`config.mk`:
```
export PLATFORM = sky130hd
export DESIGN_NAME = lsu
export DESIGN_NICKNAME = d
export VERILOG_FILES = /design/src/rtl/lsu.sv
export SDC_FILE = /design/constraint.sdc
export NUM_CORES = 1
export LEC_CHECK = 0
export BUFFER_PORTS_ARGS = -buffer_cell sky130_fd_sc_hd__clkbuf_2
export CAP_MARGIN = 20
export CORE_ASPECT_RATIO = 0.9
export CORE_MARGIN = 2
export CORE_UTILIZATION = 48
export CTS_CLUSTER_SIZE = 16
export DETAILED_ROUTE_END_ITERATION = 8
export GPL_TIMING_DRIVEN = 0
export PLACE_DENSITY = 0.8
export SYNTH_ARGS = -nofsm -noshare
export SYNTH_HDL_FRONTEND = slang
export SYNTH_SLANG_ARGS = --single-unit
```
`constraint.sdc`:
```
create_clock -name clock -period 5.7 [get_ports clock]
set_clock_uncertainty 0.15 [all_clocks]
set_input_delay 1.14 -clock clock [delete_from_list [all_inputs] [get_ports clock]]
set_output_delay 1.14 -clock clock [all_outputs]
set_load 0.02 [all_outputs]
```
`src/rtl/lsu.sv`:
```
// Load/store unit: takes one EXU memory request at a time, performs it on a
// word-aligned valid/ready data bus, and returns extended load data with an
// error flag on a one-cycle respValid pulse.
module lsu #(
    parameter int unsigned TIMEOUT = 255
) (
    input  logic        clock,
    input  logic        reset,
    input  logic        reqValid,
    output logic        respValid,
    input  logic        lsu_ren,
    input  logic        lsu_wen,
    input  logic [1:0]  lsu_size,
    input  logic        lsu_unsigned,
    input  logic [31:0] lsu_addr,
    input  logic [31:0] lsu_wdata,
    output logic [31:0] lsu_rdata,
    output logic        lsu_err,
    output logic        mem_req_valid,
    input  logic        mem_req_ready,
    output logic        mem_we,
    output logic [31:0] mem_addr,
    output logic [31:0] mem_wdata,
    output logic [3:0]  mem_wstrb,
    input  logic        mem_resp_valid,
    input  logic [31:0] mem_rdata,
    input  logic        mem_resp_err
);

    localparam logic [7:0] TO_CNT = 8'(TIMEOUT);

    typedef enum logic [1:0] {
        S_IDLE,
        S_REQ,
        S_WAIT,
        S_DONE
    } state_t;

    state_t      state;
    logic [7:0]  cnt;
    logic [1:0]  q_size;
    logic        q_unsigned;
    logic [1:0]  q_off;

    logic        illegal;
    logic [3:0]  strb_base;
    logic [3:0]  strb;
    logic [31:0] wdata_shift;
    logic [31:0] rd_shift;
    logic [31:0] load_ext;

    // Decode the incoming request: legality, byte-lane strobes and store data steering
    always_comb begin
        illegal   = 1'b0;
        strb_base = 4'b1111;
        if (lsu_ren && lsu_wen) illegal = 1'b1;
        case (lsu_size)
            2'b00: strb_base = 4'b0001;
            2'b01: begin
                strb_base = 4'b0011;
                if (lsu_addr[0]) illegal = 1'b1;
            end
            2'b10: begin
                strb_base = 4'b1111;
                if (lsu_addr[1:0] != 2'b00) illegal = 1'b1;
            end
            default: illegal = 1'b1;
        endcase
        strb        = lsu_wen ? (strb_base << lsu_addr[1:0]) : 4'b0000;
        wdata_shift = lsu_wdata << {lsu_addr[1:0], 3'b000};
    end

    // Extract the addressed byte/half/word from the bus word and extend it
    always_comb begin
        rd_shift = mem_rdata >> {q_off, 3'b000};
        load_ext = rd_shift;
        case (q_size)
            2'b00:   load_ext = q_unsigned ? {24'h0, rd_shift[7:0]}
                                           : {{24{rd_shift[7]}}, rd_shift[7:0]};
            2'b01:   load_ext = q_unsigned ? {16'h0, rd_shift[15:0]}
                                           : {{16{rd_shift[15]}}, rd_shift[15:0]};
            default: load_ext = rd_shift;
        endcase
    end

    // Request FSM with registered bus and response outputs
    always_ff @(posedge clock or posedge reset) begin
        if (reset) begin
            state         <= S_IDLE;
            cnt           <= '0;
            q_size        <= '0;
            q_unsigned    <= 1'b0;
            q_off         <= '0;
            respValid     <= 1'b0;
            lsu_rdata     <= '0;
            lsu_err       <= 1'b0;
            mem_req_valid <= 1'b0;
            mem_we        <= 1'b0;
            mem_addr      <= '0;
            mem_wdata     <= '0;
            mem_wstrb     <= '0;
        end else begin
            respValid <= 1'b0;
            case (state)
                S_IDLE: begin
                    if (reqValid) begin
                        if (!lsu_ren && !lsu_wen) begin
                            state     <= S_DONE;
                            respValid <= 1'b1;
                            lsu_err   <= 1'b0;
                            lsu_rdata <= '0;
                        end else if (illegal) begin
                            state     <= S_DONE;
                            respValid <= 1'b1;
                            lsu_err   <= 1'b1;
                            lsu_rdata <= '0;
                        end else begin
                            state         <= S_REQ;
                            q_size        <= lsu_size;
                            q_unsigned    <= lsu_unsigned;
                            q_off         <= lsu_addr[1:0];
                            mem_req_valid <= 1'b1;
                            mem_we        <= lsu_wen;
                            mem_addr      <= {lsu_addr[31:2], 2'b00};
                            mem_wdata     <= wdata_shift;
                            mem_wstrb     <= strb;
                        end
                    end
                end
                S_REQ: begin
                    if (mem_req_ready) begin
                        mem_req_valid <= 1'b0;
                        cnt           <= '0;
                        state         <= S_WAIT;
                    end
                end
                S_WAIT: begin
                    if (mem_resp_valid) begin
                        state     <= S_DONE;
                        respValid <= 1'b1;
                        lsu_err   <= mem_resp_err;
                        lsu_rdata <= (mem_resp_err || mem_we) ? '0 : load_ext;
                    end else if (cnt == TO_CNT) begin
                        state     <= S_DONE;
                        respValid <= 1'b1;
                        lsu_err   <= 1'b1;
                        lsu_rdata <= '0;
                    end else begin
                        cnt <= cnt + 8'd1;
                    end
                end
                S_DONE: begin
                    state <= S_IDLE;
                end
                default: begin
                    state <= S_IDLE;
                end
            endcase
        end
    end

endmodule

```
==> metrics, run 1 <==
Critical Path Start Type input pin; final worst setup slack 2.71 ns; Setup WS pre-CTS 2.30 ns; std cell rows 39; CTS tree done; area fraction of the dominant cell type after synthesis 46.7%; syn_area_per_cell 10.7 sq um; Crit. Startpoint lsu_size[0]; Lkg Pwr 3.96 nW; Ant. Diodes 0; vias per inst 5.56; Data required, critical path 5.85 ns; Setup Fix Bufs, Post-CTS 0; Nets 932; RSZ-0062 raised after global routing false; Synth area leaders dfrtp_1 47%, mux2_1 7.0%, mux2i_1 6.7%, nand2_1 3.2%, a211oi_1 2.8%; Top FF cell, synth dfrtp_1; CTS clk-pin slew, worst paths 0.06 ns; DIE AREA 14000 sq um; core area 12700 sq um; status completed; Pins Over Slew Limit 0; input/output buffers 207; Tightest Pin Transition 0.704 ns; first-pass GRT wire length 28300 microns; initial antenna violation count 0; total gr overflow 0; # H-tree levels 4; Final Critical Period 2.99 ns; Finished Core Util 64.0%; Clock Tree Buf Depth 2; worst min-delay path class reg2reg; Detailed Route Iter0 Violations 410; Final Hold Vio Count 0; Starting Density 49.2%; yosys warns 0; Peak Freq 334 MHz; Root Buffer Master clkbuf_16; CP Class in2reg; Area growth syn-to-layout 30.0%; Psw 1.83 mW; Clock Latency Late Sink 0.43 ns; Max-slew headroom 52.9%; DRC errors left 0; vias in the first global route 5587; sequential area share after synthesis 46.7%; final WL 17500 microns; Final setup viols 0; via count 5517; Post-Synthesis Cell Area 6270 sq um; hpwl dp 12900 microns; Crit Path Max Fanout 10; CTS Buf Count 17; share of layout cells above drive strength 1 36.4%; Synth Register Bits 117; Reg power frac 31.3%; max_cap viols 0; number of synthesized flops with an enable pin 0; PostCTS Resize Cnt 0; Internal 2.58 mW; clk sink count 117; Gate power share 44.1%; Clock Power Share 24.6%; P per Cell Area 540 nW/um^2; switch share 41.5%; DIE WIDTH 124 microns; Unique masters post-synth 55; DIE HEIGHT 112 microns; Cells after Synth 588; Arr. time, crit path 3.14 ns; area leader, netlist dfrtp_1; Detailed Routing Iterations Pass 1 5; IO Pins 211; RR Startpoint state[0]; Critical Path End Type register; ys async rst share 100%; hold_sp lsu_rdata[5]; largest net degree at the start of global routing 78; Antenna Nets Post-Route 0; period utilization 52.5%; routed len/inst 17.6 microns; GRT Overall Usage 25.5%; cts hold-fix bufs 0; GP Congestion 0.907; Peak VDD IR 0.357 mV
==> worst max-delay path, stage by stage <==
cell and delay (ns):
clkbuf_2 0.12, inv_1 0.09, ha_1 0.31, o211ai_1 0.33
o211ai_2 0.23, a21oi_2 0.42, buf_2 0.36, o32ai_2 0.13
==> metal layers <==
| layer | wire length (microns) | track usage [%] | up-vias |
|---|---|---|---|
| met3 | 1440 | 8.10 | 37 |
| met1 | 7500 | 33.2 | 2647 |
| li1 | - | - | 2573 |
| met2 | 8160 | 40.7 | 260 |
| met4 | 408 | 9.06 | 0 |
| met5 | 0 | 0 | - |
==> area by class of cell <==
type	instances	area [sq um]
Timing Repair Buffer	208	1060
Buffer	46	250
Tap cell	164	205
Sequential cell	117	2930
Inverter	36	140
Fill cell	1050	4590
Clock inverter	13	148
Multi-Input combinational cell	390	2960
Clock buffer	19	453
==> Yosys cell counts, types with 10 or more instances <==
master,instances
dfrtp_1,117
nand2_1,53
mux2i_1,42
mux2_1,39
inv_1,36
a21oi_1,26
a211oi_1,23
o211ai_1,19
nor2b_1,18
buf_2,17
nor2_1,17
clkbuf_1,15
o21ai_1,14
mux2_2,12
o21ai_0,12
o32ai_2,10
==> state kept, by name (all words and copies together), names as in the netlist <==
name / cells
q_size: 2
lsu_rdata: 32
mem_we: 1
cnt: 8
respValid: 1
lsu_err: 1
mem_wdata: 32
mem_req_valid: 1
q_unsigned: 1
mem_addr: 30
q_off: 2
state: 2
mem_wstrb: 4
==> cell usage in the layout, fill, tap and decap left out, types with 18 or more instances in the layout <==
cell type / netlist / final
inv_1: 36 / 35
nand2_1: 53 / 53
a21oi_1: 26 / 26
mux2i_1: 42 / 42
a211oi_1: 23 / 23
o211ai_1: 19 / 19
nor2b_1: 18 / 18
clkbuf_2: 0 / 207
dfrtp_1: 117 / 117
mux2_1: 39 / 39
==> logic make-up after synthesis <==
kind of cell / count (synthesis) / synth area share, %
compound gates: 156 / 18.9
fa+ha+maj: 9 / 1.80
buf+inv: 82 / 6.15
flops: 117 / 46.7
mux: 94 / 16.1
other cells: 1 / 0.0598
simple gates: 129 / 10.3
==> power groups by stage <==
stage | Clock [mW] | Combinational [mW] | Sequential, mW
finish | 1.08 | 1.94 | 1.38
CTS | 1.10 | 1.95 | 1.38
detailed placement | 0 | 1.94 | 1.39
floorplan | 0 | 0.963 | 1.73
global placement | 0 | 1.91 | 1.38
global route | 1.14 | 2.11 | 1.42
==> per-stage QoR <==
stage                     TNS [ns]  area [sq um]  instances  hold slack [ns]  total power, mW
after CTS                        0          8150        993            0.335             4.43
after global placement       -4.50          7510        960            0.310             3.29
after global routing             0          8150        993            0.356             4.66
after detailed placement         0          7550        961            0.320             3.33
after floorplan                  0          6270        589            0.329             2.69
final                            0          8150        993            0.331             4.40
==> worst paths after layout <==
path	end	cells after the start	slack, ns
min in group asynchronous	mem_addr[13]	2	0.56
worst min register to register	lsu_rdata[5]	1	0.33
worst min-delay path	lsu_rdata[5]	1	0.33
max in group asynchronous	cnt[0]	3	4.15
worst max-delay path	lsu_rdata[20]	8	2.71
worst max register to register	lsu_rdata[0]	8	3.45
Note: power is estimated with default switching activity, not from simulation.
==> run 2: changes to the inputs <==
- CORE_UTILIZATION: 48 -> 46
- clock period: 5.7 -> 2.5 ns (I/O delays scaled with it)
==> run 2 against run 1 <==
  * Combinational power rose by 130%
  * Non-clock buffer count increased by 3
  * Final cell count rose by 0.70%
  * Routed wire length is 1.9% lower
  * Flip-flop and latch count is the same
  * Final area increased by 0.51%
==> metrics, run 2 (synthesized netlist as in run 1, its figures left out) <==
r2r worst-path depth 8 (unchanged); crit-path cells inv_1, ha_1, nand2_1, o32ai_1, o21a_1, buf_4, buf_6, mux2_1 (was clkbuf_2, inv_1, ha_1, o211ai_1, o211ai_2, a21oi_2, buf_2, o32ai_2); Detailed Route Iter0 Violations 349 (was 410); CTS tree done (unchanged); routed len/inst 17.2 microns (was 17.6 microns); initial antenna violation count 0 (unchanged); Tightest Pin Transition 0.666 ns (was 0.704 ns); Critical Path Start Type register (was input pin); Clock Latency Late Sink 0.42 ns (was 0.43 ns); clk sink count 117 (unchanged); RR Startpoint state[0] (unchanged); Critical Path End Type register (unchanged); via count 5523 (was 5517); GP Congestion 0.883 (was 0.907); DIE AREA 14600 sq um (was 14000 sq um); Pins Over Slew Limit 0 (unchanged); status completed (unchanged); CTS clk-pin slew, worst paths 0.06 ns (about the same); std cell rows 40 (was 39); GRT Overall Usage 24.4% (was 25.5%); final WL 17200 microns (was 17500 microns); Antenna Nets Post-Route 0 (unchanged); final worst setup slack 0.225 ns (was 2.71 ns); vias per inst 5.52 (was 5.56); P per Cell Area 1230 nW/um^2 (was 540 nW/um^2); total gr overflow 0 (unchanged); core area 13300 sq um (was 12700 sq um); first-pass GRT wire length 28000 microns (was 28300 microns); Buf/Inv on CP 3 (unchanged); Max-slew headroom 55.6% (was 52.9%); CP max stage cell dfrtp_1 (was a21oi_2); Final Hold Vio Count 0 (unchanged); cts hold-fix bufs 1 (was 0); Endpoint, Worst Hold mem_addr[28] (was lsu_rdata[5]); Crit Path Max Fanout 10 (unchanged); R2R Setup Slk 0.22 ns (was 3.45 ns); Starting Density 47.1% (was 49.2%); Ant. Diodes 0 (unchanged); Fillers 1153 (was 1050); Area growth syn-to-layout 30.6% (was 30.0%); hold path cells 2 (was 1); Arr. time, crit path 2.43 ns (was 3.14 ns); IO Pins 211 (unchanged); Finished Layout Cells 1000 (was 993); Peak VDD IR 0.671 mV (was 0.357 mV); hold_sp lsu_addr[28] (was lsu_rdata[5]); Final setup viols 0 (unchanged); Multi-input gate area 2960 sq um (unchanged); R2R Path End lsu_rdata[0] (unchanged); Detailed Routing Iterations Pass 1 5 (unchanged); Nets 935 (was 932); kind of cell adding the most delay to the critical path buffers and inverters (was compound AO/OA/AOI/OAI gates); share of layout cells above drive strength 1 36.5% (was 36.4%); dpl cells 967 (was 961); biggest regs lsu_rdata (32), mem_wdata (32), mem_addr (30) (unchanged); Setup Fix Bufs, Post-CTS 0 (unchanged); most frequent cells in the layout 207 x clkbuf_2, 117 x dfrtp_1, 53 x nand2_1 (unchanged); Pwr Total 10.1 mW (was 4.40 mW); Peak Freq 439 MHz; input/output buffers 207 (unchanged); worst min-delay path class in2reg (was reg2reg); period utilization 91.0%; largest net degree at the start of global routing 43 (was 78); hpwl dp 13000 microns (was 12900 microns); # H-tree levels 4 (unchanged); register cell area after layout 2930 sq um (unchanged); Root Buffer Master clkbuf_16 (unchanged); DRC errors left 0 (unchanged); vias in the first global route 5587 (unchanged); Setup WS pre-CTS -0.190 ns (was 2.30 ns); Final Critical Period 2.28 ns; CTS Buf Count 17 (unchanged); max incr delay on CP 0.38 ns (was 0.42 ns); DIE HEIGHT 115 microns (was 112 microns); CP Class reg2reg (was in2reg); max_cap viols 0 (unchanged); Data required, critical path 2.65 ns (was 5.85 ns); Clock Tree Buf Depth 2 (unchanged); Lkg Pwr 3.98 nW (was 3.96 nW); DIE WIDTH 127 microns (was 124 microns); RSZ-0062 raised after global routing false (unchanged); PostCTS Resize Cnt 0 (unchanged); most common cell after layout, fill and taps aside clkbuf_2 (unchanged)
## run 2: changes by cell type in the layout (fill, tap and decap cells not counted), sizes merged
cell / change
buf: +2
inv: +4
clkinv: -1
clkinvlp: -1
clkbuf: -2
dlygate4sd3: +1
## run 2: worst reg2reg max path: stages (launching register included)
cell and delay, ns:
dfrtp_1 0.38, inv_1 0.10, ha_1 0.31, nand2_1 0.11
o32ai_1 0.27, o21a_1 0.14, buf_4 0.16, buf_6 0.18
mux2_1 0.35
## run 2: routing by layer
layer  routed length [microns]  track usage (%)  vias to the layer above
met5                         0                0                        -
met4                       294             6.96                        0
met2                      8040             39.0                      252
li1                          -                -                     2592
met3                      1450             8.84                       31
met1                      7390             31.6                     2648
## run 2: how the worst max path moves through the flow
| stage | startpoint | endpoint | slack, ns | cells past startpoint |
|---|---|---|---|---|
| after floorplan | lsu_size[0] | lsu_rdata[0] | 0.24 | 8 |
| after global placement | reset | cnt[7] | -0.34 | 2 |
| after detailed placement | lsu_size[0] | lsu_rdata[17] | -0.19 | 8 |
| after CTS | state[0] | lsu_rdata[0] | 0.22 | 8 |
| after global routing | state[0] | mem_wdata[8] | 0.04 | 8 |
| final | state[0] | lsu_rdata[0] | 0.22 | 8 |
## run 2: report_power, final
part | internal [mW] | switching, mW | leakage [nW]
sequential | 2.67 | 0.464 | 1.51
combinational | 1.68 | 2.76 | 2.18
clock | 1.49 | 0.987 | 0.288
total | 5.85 | 4.21 | 3.98
## run 2: area by class of cell
class / instances / area share, %
Sequential cell: 117 / 35.8
Inverter: 36 / 1.70
Tap cell: 168 / 2.57
Multi-Input combinational cell: 390 / 36.1
Clock inverter: 15 / 2.08
Timing Repair Buffer: 211 / 13.5
Clock buffer: 17 / 5.20
Buffer: 46 / 3.06
## run 2: through the flow
stage	cell area [sq um]	TNS [ns]	hold slack [ns]	utilization [%]
floorplan	6280	0	0.329	-
global placement	7520	-43.70	0.312	56.5
detailed placement	7580	-5.68	0.319	57.0
CTS	8190	0	0.124	61.5
global route	8190	0	0.126	61.5
finish	8190	0	0.138	61.5
==> run 3: changes to the inputs <==
- CORE_UTILIZATION: 46 -> 48
- clock period: 2.5 -> 2.2 ns (I/O delays scaled with it)
==> run 3 against run 2 <==
  * Flip-flop and latch count did not move
  * Setup slack got worse by 0.15 ns
  * Register-to-register slack got worse by 0.15 ns
  * Worst hold slack got worse by 0.063 ns
  * Utilization rose by 3.8 points
  * Final area rose by 1.6%
  * Clock power rose by 11%
  * Routed wire length rose by 2.5%
  * Global-route usage rose by 1.5 points
  * Final cell count rose by 0.50%
  * Fmax rose by 7.1%
  * Largest power group unchanged
==> metrics, run 3 (synthesized netlist as in run 1, its figures left out) <==
most frequent cells in the layout 208 x clkbuf_2, 117 x dfrtp_1, 53 x nand2_1 (was 207 x clkbuf_2, 117 x dfrtp_1, 53 x nand2_1); crit-path cells inv_2, ha_1, buf_6, and2b_2, o21ai_4, o21a_1, buf_6, buf_12, mux2_1 (was inv_1, ha_1, nand2_1, o32ai_1, o21a_1, buf_4, buf_6, mux2_1); Buf/Inv on CP 4 (was 3); Setup WS pre-CTS -0.444 ns (was -0.190 ns); CP Class reg2reg (unchanged); met1 usage 33.9% (was 31.6%); DRC errors left 0 (unchanged); vias per inst 5.51 (was 5.52); CTS tree done (unchanged); std cell rows 39 (was 40); DIE AREA 14000 sq um (was 14600 sq um); # H-tree levels 4 (unchanged); status completed (unchanged); Clock Tree Buf Depth 2 (unchanged); gr busiest metal met2 (unchanged); hold path cells 2 (unchanged); clk sink count 117 (unchanged); period utilization 96.6% (was 91.0%); Ant. Diodes 0 (unchanged); CTS clk-pin slew, worst paths 0.06 ns (about the same); Worst Setup EP lsu_rdata[1] (was lsu_rdata[0]); R2R Path End lsu_rdata[1] (was lsu_rdata[0]); vias in the first global route 5574 (was 5587); Starting Density 49.2% (was 47.1%); Final Critical Period 2.13 ns (was 2.28 ns); Pins Over Slew Limit 0 (unchanged); Crit Path Max Fanout 10 (unchanged); CP max stage cell dfrtp_1 (unchanged); GRT Overall Usage 25.8% (was 24.4%); Detailed Route Iter0 Violations 413 (was 349); total gr overflow 0 (unchanged); Arr. time, crit path 2.28 ns (was 2.43 ns); Clock Latency Late Sink 0.42 ns (about the same); P per Cell Area 1400 nW/um^2 (was 1230 nW/um^2); Root Buffer Master clkbuf_16 (unchanged); max_cap viols 0 (unchanged); Peak VDD IR 0.952 mV (was 0.671 mV); routed len/inst 17.5 microns (was 17.2 microns); DIE WIDTH 124 microns (was 127 microns); Detailed Routing Iterations Pass 1 4 (was 5); Data required, critical path 2.35 ns (was 2.65 ns); Final Hold Vio Count 0 (unchanged); RR Startpoint state[0] (unchanged); final worst setup slack 0.0744 ns (was 0.225 ns); first-pass GRT wire length 28800 microns (was 28000 microns); largest net degree at the start of global routing 38 (was 43); final WL 17600 microns (was 17200 microns); met3 Usage GRT 7.39% (was 8.84%); Critical Path End Type register (unchanged); Antenna Nets Post-Route 0 (unchanged); Peak Freq 470 MHz (was 439 MHz); most common cell after layout, fill and taps aside clkbuf_2 (unchanged); share of layout cells above drive strength 1 38.0% (was 36.5%); core area 12700 sq um (was 13300 sq um); r2r worst-path depth 9 (was 8); worst min-delay path class in2reg (unchanged); Finished Core Util 65.3% (was 61.5%); Max-slew headroom 53.3% (was 55.6%); max incr delay on CP 0.36 ns (was 0.38 ns); CTS Buf Count 17 (unchanged); Lkg Pwr 4.03 nW (was 3.98 nW); R2R Setup Slk 0.07 ns (was 0.22 ns); hpwl dp 13300 microns (was 13000 microns); Critical Path Start Type register (unchanged); Crit. Startpoint state[0] (unchanged); CP most frequent cell buf_6; GP Congestion 0.949 (was 0.883); Area growth syn-to-layout 32.7% (was 30.6%); IO Pins 211 (unchanged); total negative slack 0 ns (unchanged); met2 Use GR 41.5% (was 39.0%); kind of cell adding the most delay to the critical path buffers and inverters (unchanged); Nets 944 (was 935); input/output buffers 207 (unchanged); biggest regs lsu_rdata (32), mem_wdata (32), mem_addr (30) (unchanged); via count 5539 (was 5523); WP depth 9 (was 8); initial antenna violation count 0 (unchanged); DIE HEIGHT 112 microns (was 115 microns); Final setup viols 0 (unchanged); Tightest Pin Transition 0.698 ns (was 0.666 ns)
-- run 3: cell types whose count changed in the layout (fill, tap and decap cells not counted), moves of 2 or more --
| cell | change |
|---|---|
| inv_1 | -2 |
| buf_2 | -3 |
| inv_6 | -5 |
| clkbuf_8 | +2 |
| buf_6 | +2 |
| clkinvlp_4 | +2 |
| buf_4 | +9 |
| inv_2 | +2 |
-- run 3: worst min path at each step --
stage                   from            end  slack [ns]
2_1_floorplan         cnt[0]         cnt[0]        0.33
3_3_place_gp   mem_wdata[14]  mem_wdata[14]        0.31
3_5_place_dp   mem_wdata[13]  mem_wdata[13]        0.32
4_1_cts         lsu_addr[10]   mem_addr[10]        0.06
5_1_grt         lsu_addr[18]   mem_addr[18]        0.07
6_report        lsu_addr[10]   mem_addr[10]        0.07
-- run 3: worst reg2reg max path, delay by kind of cell (launching register included) --
kind	cells	cell delay (ns)
adders and majority gates	1	0.21
DFF	1	0.36
AOI/OAI and AO/OA	2	0.27
buffers and inverters	4	0.47
muxes	1	0.33
and+or+nand+nor	1	0.22
-- run 3: cell type report --
type                            instances  area, sq um
Tap cell                              164          205
Multi-Input combinational cell        390         3000
Buffer                                 45          275
Sequential cell                       117         2930
Fill cell                            1029         4420
Inverter                               36          139
Clock inverter                         11          126
Clock buffer                           21          460
Timing Repair Buffer                  221         1180
-- run 3: power by group --
part	switching, mW	internal [mW]
clock	1.03	1.73
sequential	0.543	3.04
combinational	3.18	2.09
-- run 3: timing repair --
action,4_1_cts,5_1_grt
gates resized for setup,6,16
endpoints found under the hold margin,21,0
setup buffers,1,9
pin swaps,0,2
gates cloned,0,0
endpoints found under the setup margin,46,67
hold buffers,1,0
-- run 3: metrics by stage --
step | total power, mW | cell area (sq um) | hold slack, ns | cells
finish | 11.6 | 8320 | 0.0746 | 1005
global route | 12.3 | 8320 | 0.0651 | 1005
CTS | 11.5 | 8210 | 0.0637 | 997
detailed placement | 8.64 | 7580 | 0.320 | 963
global placement | 8.50 | 7520 | 0.309 | 960
floorplan | 6.98 | 6280 | 0.329 | 589
-- run 3: layer usage --
layer / part of all wire [%] / wire [microns] / vias to the layer above
li1: - / - / 2595
met1: 42 / 7470 / 2686
met2: 49 / 8540 / 244
met3: 7.9 / 1400 / 14
met4: 1.1 / 194 / 0
met5: 0 / 0 / -
